--- config.mk ---
export PLATFORM = sky130hd
export DESIGN_NAME = buffer_burst_seq
export DESIGN_NICKNAME = d
export VERILOG_FILES = /design/src/rtl/buffer_burst_seq.sv
export SDC_FILE = /design/constraint.sdc
export NUM_CORES = 1
export LEC_CHECK = 0
export CORE_MARGIN = 4
export CORE_UTILIZATION = 45
export DETAILED_ROUTE_END_ITERATION = 10
export GPL_TIMING_DRIVEN = 1
export PLACE_DENSITY = 0.76
export RECOVER_POWER = 25
export SKIP_LAST_GASP = 1
export SLEW_MARGIN = 20
export SYNTH_ARGS = -nofsm -noshare
export SYNTH_HDL_FRONTEND = slang
export SYNTH_SLANG_ARGS = --single-unit
--- constraint.sdc ---
create_clock -name CLK -period 3.1 [get_ports CLK]
set_input_delay 0.62 -clock CLK [delete_from_list [all_inputs] [get_ports CLK]]
set_output_delay 0.62 -clock CLK [all_outputs]
set_load 0.01 [all_outputs]
--- src/rtl/buffer_burst_seq.sv ---
// buffer_burst_seq: burst sequencer between the 512x16 transfer buffer halves and the SDRAM data path.
// Define BUFFER_BURST_SEQ_OVERRUN_EN to build the sticky OVERRUN flag and its port.
module buffer_burst_seq (
    input  logic        CLK,
    input  logic        RESET,
    input  logic        START,
    input  logic        DIR,
    input  logic [8:0]  START_ADDR,
    input  logic [9:0]  LEN,
    input  logic        ABORT,
    output logic        BUSY,
    output logic        DONE,
    output logic [8:0]  RD_BUF_ADDR,
    input  logic [15:0] RD_BUF_DATA,
    output logic        OUT_VALID,
    input  logic        OUT_READY,
    output logic [15:0] OUT_DATA,
    input  logic        IN_VALID,
    input  logic [15:0] IN_DATA,
    output logic        WR_BUF_WE,
    output logic [8:0]  WR_BUF_ADDR,
    output logic [15:0] WR_BUF_WD
`ifdef BUFFER_BURST_SEQ_OVERRUN_EN
    ,
    output logic        OVERRUN
`endif
);

    typedef enum logic [1:0] {
        S_IDLE,
        S_STREAM_OUT,
        S_STREAM_IN,
        S_DONE
    } state_t;

    state_t      state, state_nxt;
    logic [8:0]  addr_cnt;
    logic [9:0]  remaining;
    logic [9:0]  len_sat;
    logic        rd_pending;
    logic [1:0]  fifo_count;
    logic [15:0] fifo_head, fifo_tail;
    logic [2:0]  fifo_occ;
    logic        start_acc, issue, push, pop, flush, last_pop, take_in, last_in;

    assign len_sat   = (LEN > 10'd512) ? 10'd512 : LEN;
    assign start_acc = (state == S_IDLE) && START;
    assign flush     = (state != S_IDLE) && ABORT;

    // Occupancy seen by the next read: buffered words plus the one in flight, minus this cycle's pop.
    assign push     = rd_pending;
    assign pop      = OUT_VALID && OUT_READY;
    assign fifo_occ = {1'b0, fifo_count} + {2'b00, rd_pending} - {2'b00, pop};
    assign issue    = (state == S_STREAM_OUT) && !ABORT && (remaining != 10'd0) && (fifo_occ < 3'd2);
    assign last_pop = (state == S_STREAM_OUT) && pop && (fifo_count == 2'd1) && !rd_pending
                      && (remaining == 10'd0);
    assign take_in  = (state == S_STREAM_IN) && IN_VALID && !ABORT;
    assign last_in  = take_in && (remaining == 10'd1);

    assign BUSY        = (state == S_STREAM_OUT) || (state == S_STREAM_IN);
    assign DONE        = (state == S_DONE);
    assign OUT_VALID   = (fifo_count != 2'd0);
    assign OUT_DATA    = fifo_head;
    assign RD_BUF_ADDR = addr_cnt;

    // NOTE: sequential state uses non-blocking assignments so every register samples pre-edge values.
    always_ff @(posedge CLK or posedge RESET) begin
        if (RESET) state <= S_IDLE;
        else       state <= state_nxt;
    end

    // NOTE: the default assignment first keeps this block free of inferred latches.
    always_comb begin
        state_nxt = state;
        case (state)
            S_IDLE: begin
                if (START) begin
                    if (len_sat == 10'd0) state_nxt = S_DONE;
                    else if (DIR)         state_nxt = S_STREAM_IN;
                    else                  state_nxt = S_STREAM_OUT;
                end
            end
            S_STREAM_OUT: begin
                if (ABORT)         state_nxt = S_IDLE;
                else if (last_pop) state_nxt = S_DONE;
            end
            S_STREAM_IN: begin
                if (ABORT)        state_nxt = S_IDLE;
                else if (last_in) state_nxt = S_DONE;
            end
            S_DONE:  state_nxt = S_IDLE;
            default: state_nxt = S_IDLE;
        endcase
    end

    always_ff @(posedge CLK or posedge RESET) begin
        if (RESET) begin
            addr_cnt   <= 9'd0;
            remaining  <= 10'd0;
            rd_pending <= 1'b0;
        end else begin
            if (start_acc && (len_sat != 10'd0)) begin
                addr_cnt  <= START_ADDR;
                remaining <= len_sat;
            end else if (issue || take_in) begin
                addr_cnt  <= addr_cnt + 9'd1;
                remaining <= remaining - 10'd1;
            end
            rd_pending <= issue;
        end
    end

    // NOTE: the two FIFO entries drive OUT_DATA directly, so they are reset like any other output register.
    always_ff @(posedge CLK or posedge RESET) begin
        if (RESET) begin
            fifo_count <= 2'd0;
            fifo_head  <= 16'd0;
            fifo_tail  <= 16'd0;
        end else if (flush) begin
            fifo_count <= 2'd0;
        end else begin
            case ({push, pop})
                2'b10: begin
                    if (fifo_count == 2'd0) fifo_head <= RD_BUF_DATA;
                    else                    fifo_tail <= RD_BUF_DATA;
                    fifo_count <= fifo_count + 2'd1;
                end
                2'b01: begin
                    fifo_head  <= fifo_tail;
                    fifo_count <= fifo_count - 2'd1;
                end
                2'b11: begin
                    if (fifo_count == 2'd1) begin
                        fifo_head <= RD_BUF_DATA;
                    end else begin
                        fifo_head <= fifo_tail;
                        fifo_tail <= RD_BUF_DATA;
                    end
                end
                default: ;
            endcase
        end
    end

    // A strobe captured before an abort still produces its write in the following cycle.
    always_ff @(posedge CLK or posedge RESET) begin
        if (RESET) begin
            WR_BUF_WE   <= 1'b0;
            WR_BUF_ADDR <= 9'd0;
            WR_BUF_WD   <= 16'd0;
        end else begin
            WR_BUF_WE <= take_in;
            if (take_in) begin
                WR_BUF_ADDR <= addr_cnt;
                WR_BUF_WD   <= IN_DATA;
            end
        end
    end

`ifdef BUFFER_BURST_SEQ_OVERRUN_EN
    always_ff @(posedge CLK or posedge RESET) begin
        if (RESET)                                  OVERRUN <= 1'b0;
        else if (start_acc)                         OVERRUN <= 1'b0;
        else if (IN_VALID && (state != S_STREAM_IN)) OVERRUN <= 1'b1;
    end
`endif

endmodule
======== Yosys cells after proc, flatten, opt, wreduce, memory -nomap -nowiden ========
Index checks and enable logic that the tools add are counted.
word-level totals
  register bits ........................... 82
  word-level logic and storage cells ...... 87
  output and inout bits ................... 54
  input bits .............................. 58
operators by class
  reductions and logical operators ........ 33
  multiplexer cells ....................... 21
  equality and inequality tests ........... 14
  bitwise gates (word level) .............. 1
  order comparisons ....................... 2
  add/subtract/negate cells ............... 6
operators by type and width
  operator                 number
  $mux W16                 4
  $pmux W16 S3             1
  $pmux W16 S2             1
  $mux W10                 3
  $logic_not A10 Y1        2
  $reduce_bool A10 Y1      2
  $mux W9                  2
  $mux W2                  8
  $logic_and A1 B1 Y1      14
  $eq A10 B1 Y1 const B    1
  $gt A10 B10 Y1 const B   1
  $sub A10 B1 Y10 const B  1
  $add A9 B1 Y9 const B    1
  $eq A2 B2 Y1 const B     4
  $ne A2 B2 Y1 const B     4
  $pmux W2 S4              1
  $reduce_bool A2 Y1       4
  $eq A2 B1 Y1 const B     3
  $ne A3 B3 Y1 const B     2
  $reduce_and A3 Y1        2
  $reduce_bool A3 Y1       2
  $logic_not A2 Y1         2
  $pmux W2 S2              1
  $reduce_and A4 Y1        1
  other kinds (8)          10

======== Longest topological paths before layout ========
  word-level depth ........................ 9
  mapped depth ............................ 13
  mapped depth without buffers ............ 12

======== Worst setup path before layout ========
OpenSTA, ideal clock, no wires.
  path type ............................... flip-flop to flip-flop
  start point ............................. reg fifo_count[1]
  end point ............................... reg remaining[9]
  path slack .............................. 0.305 ns
  arrival ................................. 2.664 ns
  data required time ...................... 2.969 ns
  cell stages (with the launch flop) ...... 13
  library setup time ...................... 0.131 ns
  buffers on the path ..................... 0
  clock period less this slack ............ 2.795 ns
  cells stage by stage .................... dfrtp_1 inv_1 ha_1 nor2b_1 ha_1 nand2b_1 fa_1 xnor2_1 nand3_1 o21a_4 nor4_1 xnor2_1 o21ai_1
on the way
  longest elaborated chain between the ends .. 7
  elaborated cells on any way between the ends .. 8
  those cells by class .................... add/sub: 2; order compare: 1; reduce/logical: 5
RTL lines
  element                                                                RTL line  text
  start, declared                                                        41        logic [1:0] fifo_count;
  start signal, assigned                                                 126       fifo_count <= fifo_count + 2'd1;
  start signal, assigned                                                 130       fifo_count <= fifo_count - 2'd1;
  parallel branches: the longest is 2 deep, another holds $add A2 B1 Y3  -
  $sub A3 B1 Y3 (*)                                                      53        assign fifo_occ = {1'b0, fifo_count} + {2'b00, rd_pending} - {2'b00, pop};
  $lt A3 B2 Y1 (*)                                                       54        assign issue = (state == S_STREAM_OUT) && !ABORT && (remaining != 10'd0) && (fifo_occ < 3'd2);
  $logic_and A1 B1 Y1 (*)                                                54
  $logic_or A1 B1 Y1 (*)                                                 105       end else if (issue || take_in) begin
  $reduce_bool A2 Y1 (no line) (*)                                       -
  end signal, assigned                                                   104       remaining <= len_sat;
  end signal, assigned                                                   107       remaining <= remaining - 10'd1;
  end, declared                                                          38        logic [9:0] remaining;
Mark *: on every way between the ends.
A chain may end at the register's enable or synchronous reset.

======== Worst setup path after layout ========
  start point ............................. in OUT_READY
  end point ............................... reg remaining[9]
on the way
  longest elaborated chain between the ends .. 6
RTL lines
  element                       RTL line  text
  start, declared               16        input logic OUT_READY,
  $logic_and A1 B1 Y1           52        assign pop = OUT_VALID && OUT_READY;
  $sub A3 B1 Y3                 53
  $lt A3 B2 Y1                  54
  $logic_and A1 B1 Y1           54
  $logic_or A1 B1 Y1            105
  $reduce_bool A2 Y1 (no line)  -
No other way between the ends.

==> results.toml <==
[setup_path]
critPathRequiredTime_ns = 3.31
startpoint_type = "input port"
r2r_cells = 12
crit_arrival_ns = 3.13
slowest_delay_ns = 0.45
critical_path_class = "input port to flip-flop"
cp_max_fo = 7
path_cells = "clkdlybuf4s50_1, nor2b_2, ha_1, nand2b_1, fa_1, xnor2_1, nand3_1, o21a_4, nor4_1, xnor2_1, o21ai_1"
crit_path_end_kind = "flip-flop"
critPathMostFrequentCell = "xnor2_1"
cpMaxStageDelayCell = "clkdlybuf4s50_1"

[global_routing]
grt_max_degree = 51
grt_pass1_vias = 3115
gr-usage-all-layers_pct = 19.0
antenna_found_initial = 0
grt.overflow.total = 0
grt_pass1_wl_um = 15400

[sta]
worst_pin_slew_ns = 1.52
fin_crit_sh_pct = 94.1
fin_hold_ws_ns = 0.480
slew-limit-headroom_pct = -1.60
period_needed_ns = 2.92
finalSetupViolCount = 0
slew_violations = 33
timing_hold_violations_final = 0
worst_clock_skew_ns = 0.00822
grt_setup_unrepaired = "no"
fmaxAchievable_ghz = 0.343

[hold_path]
hold_class = "flip-flop to flip-flop"
worstHoldPathCells = 2

[die]
fp.coreArea_um2 = 8340
die_w_um = 101
die_area_um2 = 10200
start_util_pct = 46.8
die_h_um = 101
rows = 33
boundaryPins = 112

[place]
port_buffers = 111
routabilityCongestion = 0.813
dp_hpwl_um = 7060

[route]
drt_iter0_markers = 103
via_count = 3199
drtPass1Iterations = 5
wl_um = 9650
avgViaCountPerCell = 5.13
antenna_left = 0
wl_per_cell_um = 15.5
drc = 0

[yosys]
synth_top_cell_by_area = "dfrtp_1"
syn_nets = 471
synth_largest_type_area_fraction_pct = 52.5
synth_edf_count = 0
syn_avg_cell_area_um2 = 9.84
syn_area_um2 = 3910
yosys_warnings = 0
yosysSeqAreaShare_pct = 52.5
yosysUniqueCellTypes = 42
ys.flop_type = "dfrtp_1"
ys_async_sr_fraction_pct = 100
synth-seq-cells = 82
synth_common_cells = "nand2_1, dfrtp_1, nor2_1, a21oi_1"
yosys-top-cells-area = "dfrtp_1, nand2_1, ha_1"
syn_inst = 397
yosysMostFrequentCell = "nand2_1"

[final_layout]
diodes = 0
num-nets-final = 588
multi_input_area_um2 = 1760
postLayoutCoreUtil_pct = 65.1
ff_latch_area_um2 = 2050
drive_above_1_share_pct = 10.0
fillCellCount = 698
syn2layout_area_growth_pct = 39.0

[run_status]
violations = "max-capacitance violations, max-slew violations"
status = "finished, violations left"

[clocking]
path_clk_slew_ns = 0.08
cts_buffers = 9
clk_path_buf_depth = 2
cts_sinks = 82
ctsHoldBuffers = 0
h-tree-depth = 3
cts-root-buf = "clkbuf_8"
cts_tree = "done"
insertion_delay_ns = 0.35

[pwr]
p_per_area_nw_per_um2 = 962
ir_drop_mv = 0.418
p_leak_nw = 2.33

[flow_run]
maxCapViolCount = 1
==> cell type report <==
| cell class | instances | area share (%) |
|---|---|---|
| Sequential cell | 82 | 37.8 |
| Multi-Input combinational cell | 285 | 32.5 |
| Timing Repair Buffer | 121 | 22.3 |
| Tap cell | 105 | 2.42 |
| Clock buffer | 9 | 2.28 |
| Clock inverter | 6 | 1.66 |
| Inverter | 15 | 1.06 |
==> layer usage <==
| layer | vias to the layer above | track usage [%] | share of wire [%] |
|---|---|---|---|
| li1 | 1579 | - | - |
| met1 | 1513 | 26.7 | 44 |
| met2 | 99 | 29.7 | 48 |
| met3 | 8 | 4.75 | 6.6 |
| met4 | 0 | 4.70 | 0.77 |
| met5 | - | 0 | 0 |
==> where the power goes <==
group | total, mW | internal [mW] | switching, mW
clock | 0.839 | 0.452 | 0.387
sequential | 1.95 | 1.57 | 0.378
combinational | 2.43 | 1.28 | 1.16
==> repair_timing <==
action	4_1_cts	5_1_grt
hold endpoints to repair	0	0
setup endpoints to repair	0	13
gates resized for setup	0	3
buffers inserted	0	1
==> worst max-delay path: cells and delay by family <==
family                     cells  cell delay [ns]
xor gates and xnor gates       2             0.35
adders and majority gates      2             0.62
and+or+nand+nor                4             0.75
buffers and inverters          1             0.45
AOI/OAI and AO/OA              2             0.34
==> flip-flops by register name, indices dropped and copies added, names as in the netlist <==
name	count
fifo_tail	16
state	2
fifo_count	2
OUT_DATA	16
remaining	10
WR_BUF_WD	16
RD_BUF_ADDR	9
WR_BUF_WE	1
WR_BUF_ADDR	9
push	1
==> cell families after synthesis <==
kind of cell	share of synthesized area (%)
buffers and inverters	3.01
flip-flops	52.5
multiplexers	5.12
AO/OA/AOI/OAI	11.6
adder cells (fa/ha/maj)	5.32
XOR/XNOR	4.04
AND/OR/NAND/NOR	18.4
==> per-stage QoR <==
| step | setup TNS, ns | worst slack [ns] | area (um2) | total power, mW | std cells |
|---|---|---|---|---|---|
| after floorplan | 0 | 0.305 | 3910 | 3.24 | 397 |
| after global placement | -2.31 | -0.166 | 5190 | 4.29 | 607 |
| after detailed placement | -2.79 | -0.233 | 5190 | 4.40 | 607 |
| after CTS | 0 | 0.107 | 5410 | 5.26 | 622 |
| after global routing | 0 | 0.0327 | 5430 | 5.60 | 623 |
| final | 0 | 0.183 | 5430 | 5.22 | 623 |
==> path summary, 6_finish.rpt <==
path                           startpoint             end  slack (ns)
min in group asynchronous           RESET     OUT_DATA[9]        1.06
min reg2reg                WR_BUF_ADDR[3]  WR_BUF_ADDR[3]        0.48
min                        WR_BUF_ADDR[3]  WR_BUF_ADDR[3]        0.48
max                             OUT_READY    remaining[9]        0.18
max reg2reg                 fifo_count[0]    remaining[9]        0.21
max in group asynchronous           RESET  RD_BUF_ADDR[4]        1.18
==> placed cells by master, fill, tap and decap left out, types with 9 or more instances in the layout <==
cell type and n:
clkdlybuf4s50_1 110, nand2_1 88, dfrtp_1 82, nor2_1 31, a21oi_1 29, a22oi_1 17, xnor2_1 17, mux2_2 16
ha_1 15, inv_1 12, o21ai_0 11, nand3_1 10, clkbuf_8 9
Note: power is estimated with default switching activity, not from simulation.
